<file path="src/rtl/abs_diff_pkg.sv">
// Shared definitions for the absolute-difference error sweep: FSM state
// encoding, sweep length and the split of the 4-bit stimulus vector into
// the two 2-bit operands a = {in1,in0}, b = {in3,in2}.
package abs_diff_pkg;

  typedef enum logic [1:0] {
    ST_IDLE   = 2'd0,
    ST_DRIVE  = 2'd1,
    ST_SAMPLE = 2'd2,
    ST_DONE   = 2'd3
  } sweep_state_e;

  localparam int VEC_W    = 4;
  localparam int OP_W     = 2;
  localparam int A_LSB    = 0;
  localparam int B_LSB    = 2;
  localparam int N_VEC    = 16;
  localparam logic [VEC_W-1:0] LAST_IDX = VEC_W'(N_VEC - 1);

  // Operand a occupies vec[1:0] (in1 is the MSB).
  function automatic logic [OP_W-1:0] op_a(input logic [VEC_W-1:0] v);
    return v[A_LSB +: OP_W];
  endfunction

  // Operand b occupies vec[3:2] (in3 is the MSB).
  function automatic logic [OP_W-1:0] op_b(input logic [VEC_W-1:0] v);
    return v[B_LSB +: OP_W];
  endfunction

endpackage

</file>
<file path="src/rtl/abs_diff_exact.sv">
// Exact |a-b| of the two 2-bit operands packed in a 4-bit vector,
// zero-extended to OUT_W bits. Purely combinational so it can serve as a
// golden reference next to the approximate circuit under test.
module abs_diff_exact
  import abs_diff_pkg::*;
#(
  parameter int OUT_W = 3
) (
  input  logic [VEC_W-1:0] vec_i,
  output logic [OUT_W-1:0] exact_o
);

  logic [OP_W-1:0] a_w;
  logic [OP_W-1:0] b_w;
  logic [OP_W-1:0] diff_w;

  // Subtract the smaller operand from the larger so no sign handling is needed.
  always_comb begin
    a_w    = op_a(vec_i);
    b_w    = op_b(vec_i);
    diff_w = (a_w >= b_w) ? (a_w - b_w) : (b_w - a_w);
    exact_o = OUT_W'(diff_w);
  end

endmodule

</file>
<file path="src/rtl/abs_diff_err_sweep.sv">
// Exhaustive error sweep of a 2-bit absolute-difference approximate circuit.
// On start the block walks all 16 input vectors; each vector is driven for
// one cycle (DRIVE) and the combinational response is captured in the next
// (SAMPLE). Max error, summed error and miss count are accumulated, and a
// pass flag (max error <= ET) is produced when the sweep completes.
//
// Handshake: start is a single-cycle request honoured only in IDLE; busy is
// high while the sweep runs; done is a one-cycle pulse in DONE, at which
// point max_err/sum_err/n_miss/pass are valid and they hold until the next
// accepted start. All outputs come from registers (approx never reaches an
// output combinationally).
module abs_diff_err_sweep
  import abs_diff_pkg::*;
#(
  parameter int ET    = 3,
  parameter int OUT_W = 3
) (
  input  logic             clk,
  input  logic             rst_n,
  input  logic             start,
  output logic [3:0]       vec,
  input  logic [OUT_W-1:0] approx,
  output logic             busy,
  output logic             done,
  output logic [OUT_W:0]   max_err,
  output logic [OUT_W+4:0] sum_err,
  output logic [4:0]       n_miss,
  output logic             pass,
  output logic [1:0]       dbg_state
);

  localparam logic [OUT_W:0] ET_V = (OUT_W + 1)'(ET);

  sweep_state_e state_q, state_d;

  logic [VEC_W-1:0] idx_q,  idx_d;
  logic [VEC_W-1:0] vec_q,  vec_d;
  logic [OUT_W:0]   max_q,  max_d;
  logic [OUT_W+4:0] sum_q,  sum_d;
  logic [4:0]       miss_q, miss_d;
  logic             pass_q, pass_d;

  logic [OUT_W-1:0] exact_w;
  logic [OUT_W:0]   exact_ext_w;
  logic [OUT_W:0]   approx_ext_w;
  logic [OUT_W:0]   err_w;
  logic [OUT_W:0]   max_new_w;

  // Golden response for the vector currently on the bus.
  abs_diff_exact #(
    .OUT_W (OUT_W)
  ) u_exact (
    .vec_i   (vec_q),
    .exact_o (exact_w)
  );

  // FSM state register.
  always_ff @(posedge clk or negedge rst_n) begin
    if (!rst_n) state_q <= ST_IDLE;
    else        state_q <= state_d;
  end

  // FSM next state: IDLE waits for start, DRIVE/SAMPLE alternate per vector.
  always_comb begin
    state_d = state_q;
    unique case (state_q)
      ST_IDLE:   if (start) state_d = ST_DRIVE;
      ST_DRIVE:  state_d = ST_SAMPLE;
      ST_SAMPLE: state_d = (idx_q == LAST_IDX) ? ST_DONE : ST_DRIVE;
      ST_DONE:   state_d = ST_IDLE;
      default:   state_d = ST_IDLE;
    endcase
  end

  // FSM outputs decoded from the registered state.
  always_comb begin
    busy      = (state_q == ST_DRIVE) || (state_q == ST_SAMPLE);
    done      = (state_q == ST_DONE);
    dbg_state = state_q;
  end

  // Absolute error between exact and approximate response, one bit wider
  // than the bus so the full range is kept.
  always_comb begin
    exact_ext_w  = {1'b0, exact_w};
    approx_ext_w = {1'b0, approx};
    err_w        = (exact_ext_w >= approx_ext_w) ? (exact_ext_w - approx_ext_w)
                                                 : (approx_ext_w - exact_ext_w);
    max_new_w    = (err_w > max_q) ? err_w : max_q;
  end

  // Datapath next state: clear on accepted start, accumulate in SAMPLE.
  always_comb begin
    idx_d  = idx_q;
    vec_d  = vec_q;
    max_d  = max_q;
    sum_d  = sum_q;
    miss_d = miss_q;
    pass_d = pass_q;
    unique case (state_q)
      ST_IDLE: begin
        if (start) begin
          idx_d  = '0;
          vec_d  = '0;
          max_d  = '0;
          sum_d  = '0;
          miss_d = '0;
          pass_d = 1'b0;
        end
      end
      ST_SAMPLE: begin
        max_d  = max_new_w;
        sum_d  = sum_q + (OUT_W + 5)'(err_w);
        miss_d = miss_q + {4'd0, (err_w != '0)};
        idx_d  = idx_q + 1'b1;
        // Keep the last vector on the bus once the sweep is over; decide
        // pass here so it is already valid while done is high.
        if (idx_q == LAST_IDX) pass_d = (max_new_w <= ET_V);
        else                   vec_d  = idx_q + 1'b1;
      end
      default: ;
    endcase
  end

  // Datapath registers.
  always_ff @(posedge clk or negedge rst_n) begin
    if (!rst_n) begin
      idx_q  <= '0;
      vec_q  <= '0;
      max_q  <= '0;
      sum_q  <= '0;
      miss_q <= '0;
      pass_q <= 1'b0;
    end else begin
      idx_q  <= idx_d;
      vec_q  <= vec_d;
      max_q  <= max_d;
      sum_q  <= sum_d;
      miss_q <= miss_d;
      pass_q <= pass_d;
    end
  end

  assign vec     = vec_q;
  assign max_err = max_q;
  assign sum_err = sum_q;
  assign n_miss  = miss_q;
  assign pass    = pass_q;

endmodule

</file>
<file path="config.mk">
export PLATFORM = sky130hd
export DESIGN_NAME = abs_diff_err_sweep
export DESIGN_NICKNAME = d
export VERILOG_FILES = /design/src/rtl/abs_diff_pkg.sv /design/src/rtl/abs_diff_exact.sv /design/src/rtl/abs_diff_err_sweep.sv
export SDC_FILE = /design/constraint.sdc
export NUM_CORES = 1
export LEC_CHECK = 0
export CORE_MARGIN = 4
export CORE_UTILIZATION = 50
export CTS_CLUSTER_DIAMETER = 100
export DETAILED_ROUTE_END_ITERATION = 6
export HOLD_SLACK_MARGIN = 0.08
export PLACE_DENSITY_LB_ADDON = 0.15
export REMOVE_ABC_BUFFERS = 1
export SLEW_MARGIN = 10
export SYNTH_ARGS = -nofsm -noshare
export SYNTH_HDL_FRONTEND = slang
export SYNTH_SLANG_ARGS = --single-unit
export TNS_END_PERCENT = 100
</file>
<file path="constraint.sdc">
create_clock -name clk -period 10.1 [get_ports clk]
set_input_delay 2.02 -clock clk [delete_from_list [all_inputs] [get_ports clk]]
set_output_delay 2.02 -clock clk [all_outputs]
set_load 0.05 [all_outputs]
</file>
==> flow_summary_export.csv <==
group,metric,value,unit
worst_setup_path,worst_setup_path_start_kind,"input port",
sta,post-route-min-period,5.02,ns
worst_setup_path,cp_cell_sequence,"clkdlybuf4s50_1, ha_1, fa_1, inv_1, ha_1, a31oi_1, mux2i_1, inv_1, fa_1, nor2b_1, o21ai_0, a211oi_1, xnor2_1, nor2_1",
sta,relSlewSlack,24.2,%
clock_network,cts_root_buf,"clkbuf_8",
clock_network,cts_buffers,3,
final_layout,diodes,0,
clock_network,worstSkewPairLatency,0.27,ns
global_routing,antenna_found_initial,0,
clock_network,postCtsSetupRepairBufs,0,
min_path,hold_class,"flip-flop to flip-flop",
worst_setup_path,crit_path_max_incr_delay,0.48,ns
clock_network,ctsHoldBuffers,0,
synth,synth_area,1900,sq um
final_layout,ff_latch_area,701,sq um
worst_setup_path,worstPathMaxFanout,5,
drt,firstDrtPassIters,4,
clock_network,cts.sinks,28,
power_and_ir_drop,p_per_area,290,nW/um^2
final_layout,synthToLayoutAreaGrowth,22.1,%
clock_network,cts_tree,"done",
global_routing,grt_pass1_wl,7.25,mm
sta,fmax,0.199,GHz
placed_design,hpwl,3.28,mm
synth,seq_area_frac_synth,36.9,%
die,fp.coreArea,3660,sq um
synth,synth_edf_count,0,
sta,drv_slew,0,
sta,finalSetupViolCount,0,
sta,setup_tns,0,ns
global_routing,grt_max_degree,29,
drt,drc,0,
synth,async_reset_ff_share,100,%
clock_network,clkSlewWorstSetupHoldPaths,0.09,ns
final_layout,drive_gt1_share,4.31,%
sta,fin_crit_sh,49.7,%
sta,rsz0062_at_grt,"false",
synth,syn-mean-instance-area,9.54,sq um
final_layout,layout_common_cells,"clkdlybuf4s50_1, dfrtp_1, ha_1, nand2_1, inv_1",
drt,wire_per_inst,14.9,um
worst_setup_path,crit_family,"adder cells",
drt,viasPerCell,5.52,
drt,wirelength,4.18,mm
global_routing,overflow,0,
worst_setup_path,path_buf_inv,3,
die,die_h,69.6,um
synth,netlist_instances,199,
final_layout,final_common_cell,"clkdlybuf4s50_1",
synth,synth-seq-cells,28,
power_and_ir_drop,leakage,1.08,nW
die,die_w,69.6,um
final_layout,multiInputGateArea,1100,sq um
flow_run,cap_violations,0,
worst_setup_path,crit_slowest_cell,"clkdlybuf4s50_1",
placed_design,portBuffers,31,
drt,ant_nets,0,
die,start_util,51.9,%
power_and_ir_drop,worst_ir_drop_vdd,354,uV
synth,yosys_warnings,0,
placed_design,dp_cells,276,
worst_setup_path,end_kind,"flip-flop",
final_layout,layout.cells.non_filler,280,
worst_setup_path,cp.required,10.25,ns
placed_design,gp_congestion,0.919,
global_routing,grt_pass1_vias,1622,
final_layout,final.fill_count,285,
synth,synthDistinctLibCells,38,
final_layout,nNetsFinal,267,
global_routing,grt_use_total,18.1,%
clock_network,cts-resized-gates,0,
synth,synth_flop_cell,"dfrtp_1",
clock_network,cts-htree-levels,1,
worst_setup_path,cp.arrival,5.17,ns
clock_network,clk_path_buf_depth,2,
sta,fin_skew,0.00178,ns
run_status,outcome,"finished, final reports clean",
die,dieArea,4850,sq um
die,rows,22,
drt,vias,1546,
die,ios,32,
sta,hold_viol_final,0,
drt,drt_iter0_markers,93,
sta,tightest_slew,1.13,ns
worst_setup_path,timing_worst_setup_path_type,"input port to flip-flop",
final_layout,utilization,63.4,%
-- synthesized netlist by cell type (3+ instances only) --
cell | count | area (sq um)
dfrtp_1 | 28 | 701
ha_1 | 24 | 300
nand2_1 | 23 | 86.3
inv_1 | 21 | 78.8
o21ai_0 | 13 | 65.1
nor2_1 | 10 | 37.5
xor2_1 | 7 | 61.3
a21oi_1 | 6 | 30.0
o22ai_1 | 6 | 37.5
a22o_1 | 5 | 43.8
nand3_1 | 5 | 25.0
a211oi_1 | 4 | 30.0
fa_1 | 4 | 80.1
o211ai_1 | 4 | 30.0
a31oi_1 | 3 | 18.8
mux2i_1 | 3 | 30.0
nor2b_1 | 3 | 18.8
xnor2_1 | 3 | 26.3
-- final timing paths --
check	start	endpoint	slack [ns]	depth (start not counted)
max in group asynchronous	rst_n	n_miss[1]	7.72	2
hold / removal	idx_q[1]	idx_q[1]	0.53	2
hold reg to reg	idx_q[1]	idx_q[1]	0.53	2
min in group asynchronous	rst_n	max_err[1]	2.12	2
setup / recovery	approx[0]	sum_err[6]	5.08	14
setup reg to reg	vec[0]	max_err[3]	5.90	17
-- worst reg2reg max path, delay by kind of cell (launching register included) --
kind / cells / cell delay [ns]
and+or+nand+nor: 3 / 0.46
DFF: 1 / 0.41
buffers and inverters: 3 / 0.25
AOI/OAI and AO/OA: 6 / 1.37
adders and majority gates: 5 / 1.61
-- cell families (layout without fill, tap and decap cells) --
family / after synthesis / in the layout / share of synthesized area [%]
muxes: 5 / 5 / 2.96
and+or+nand+nor: 55 / 55 / 14.0
adders and majority gates: 28 / 28 / 20.0
DFF: 28 / 28 / 36.9
buffers and inverters: 25 / 58 / 5.01
xor gates and xnor gates: 10 / 10 / 4.61
AOI/OAI and AO/OA: 48 / 48 / 16.5
-- stage by stage --
stage	hold WS, ns	area (sq um)	total power [mW]	setup slack, ns
finish	0.530	2320	0.674	5.08
detailed placement	0.515	2260	0.605	4.78
CTS	0.537	2320	0.676	5.08
global route	0.570	2320	0.725	4.81
global placement	0.503	2260	0.583	4.93
floorplan	0.476	1890	0.477	5.61
-- cell type report --
cell class              instances  share of cell area (%)
flip-flops and latches         28                    30.2
well taps                      48                    2.59
repair buffers                 32                    13.7
clock buffers                   4                    2.37
inverters                      22                    3.56
multi-input cells             146                    47.6
-- state kept, by name (all words and copies together) (netlist names) --
name / cells
dbg_state: 2
idx_q: 4
max_err: 4
n_miss: 5
pass: 1
sum_err: 8
vec: 4
-- routing by layer --
metal | global-route usage, % | vias to the layer above | wire (um)
li1 | - | 762 | -
met1 | 22.0 | 743 | 1870
met2 | 32.5 | 33 | 2110
met3 | 3.48 | 8 | 138
met4 | 4.89 | 0 | 61
met5 | 0 | - | 0
-- report_power, final --
group	internal, mW	switching (mW)
Combinational	0.155	0.288
Sequential	0.137	0.0254
Clock	0.0349	0.0339
Total	0.327	0.347
(Power assumes the default switching activity.)
==> variant: new RTL, same flow settings <==
`OUT_W` is set to 3 in 2 places; all go to 5.
--- a/src/rtl/abs_diff_exact.sv
+++ b/src/rtl/abs_diff_exact.sv
@@ -4,7 +4,7 @@
 module abs_diff_exact
   import abs_diff_pkg::*;
 #(
-  parameter int OUT_W = 3
+  parameter int OUT_W = 5
 ) (
   input  logic [VEC_W-1:0] vec_i,
   output logic [OUT_W-1:0] exact_o
--- a/src/rtl/abs_diff_err_sweep.sv
+++ b/src/rtl/abs_diff_err_sweep.sv
@@ -13,7 +13,7 @@
   import abs_diff_pkg::*;
 #(
   parameter int ET    = 3,
-  parameter int OUT_W = 3
+  parameter int OUT_W = 5
 ) (
   input  logic             clk,
   input  logic             rst_n,
Interface: changed (resized approx, max_err and sum_err); port bits go from 32 to 38. The function was not compared with the original's and may differ.
==> variant against the unedited design <==
Critical path depth down 2; synthesized area up 20%; register-to-register slack worse by 350 ps; via count up 21%; setup slack worse by 400 ps; final area up 22%; routed wire length up 16%; sequential cell count up 4; non-clock buffer count up 7.
Power is left out: the tool's default activity adds up to more than one toggle a clock period on the data nets, which glitch-free logic cannot reach.
==> variant: results (changes against the unedited design) <==
Parameter                              Value

Setup path
  R2r setup slk    5550 ps (was 5900 ps)
  Reg-to-reg critical path endpoint    sum_err[7] (was max_err[3])
  Cell count of the worst reg-to-reg path    16 (was 17)
  Kind of cell adding the most delay to the critical path    compound AO/OA/AOI/OAI gates (was adder cells)
  Largest fanout on the critical path    4 (was 5)
  Critical-path cell with the highest stage delay    sky130_fd_sc_hd__o41ai_1 (was sky130_fd_sc_hd__clkdlybuf4s50_1)

Drt
  DRT iter0 DRCs    60 (was 93)
  Detailed route wirelength on metal2    2.18 mm (was 2.11 mm)
  Met1 wire length    2.42 mm (was 1.87 mm)
  Total via count after detailed routing    1,878 (was 1,546)
  Average wire length per cell after detail routing    14.5 um (was 14.9 um)

CTS
  Clock H-tree levels    2 (was 1)
  CTS Buf Count    5 (was 3)

Synth
  Synth Area in Compound Gates    22.6% (was 16.5%)
  Xor and xnor area share after synthesis    1.53% (was 4.61%)
  Post-synth cell types    51 (was 38)
  Syn Inst Count    241 (was 199)
  Sequential fraction of the synthesis area    35.0% (was 36.9%)

GRT
  Total global-route track usage    18.9% (was 18.1%)
  Met3 demand-to-capacity share in global routing    4.75% (was 3.48%)

Layout
  Fraction of layout instances using a drive strength above 1    6.36% (was 4.31%)
  Total number of nets in the final design    321 (was 267)
  Number of flip-flops under the largest register name    10 (was 8)

Status
  Result of the run    finished clean (unchanged)

STA
  Setup clock skew after layout    2.96 ps (was 1.78 ps)
  Worst hold margin    533 ps (was 530 ps)
  Worst slew margin relative to its limit    56.6% (was 24.2%)

Place
  Instance count after placement with tap cells included    327 (was 276)
  Setup slack at placement    4380 ps (was 4780 ps)

Worst hold path
  Number of cells on the worst hold path    1 (was 2)
## variant: cell count changes after synthesis, sizes merged, moves of 4 or more
cell	delta
a22o	+5
dfrtp	+4
nor3	+6
o21ai	+8
o22ai	-5
xor2	-5
## variant: layout make-up
class | instances | area [sq um] | area share [%]
multi-input cells | 179 | 1370 | 48.5
repair buffers | 39 | 385 | 13.7
clock buffers | 6 | 72.6 | 2.57
flip-flops and latches | 32 | 801 | 28.4
inverters | 25 | 93.8 | 3.33
well taps | 52 | 65.1 | 2.31
clock inverters | 2 | 35.0 | 1.24
## variant: cell families after synthesis
kind of cell / Yosys count
AO/OA/AOI/OAI: 71
XOR/XNOR: 4
adder cells (fa/ha/maj): 31
buffers and inverters: 30
flip-flops: 32
multiplexers: 2
AND/OR/NAND/NOR: 71
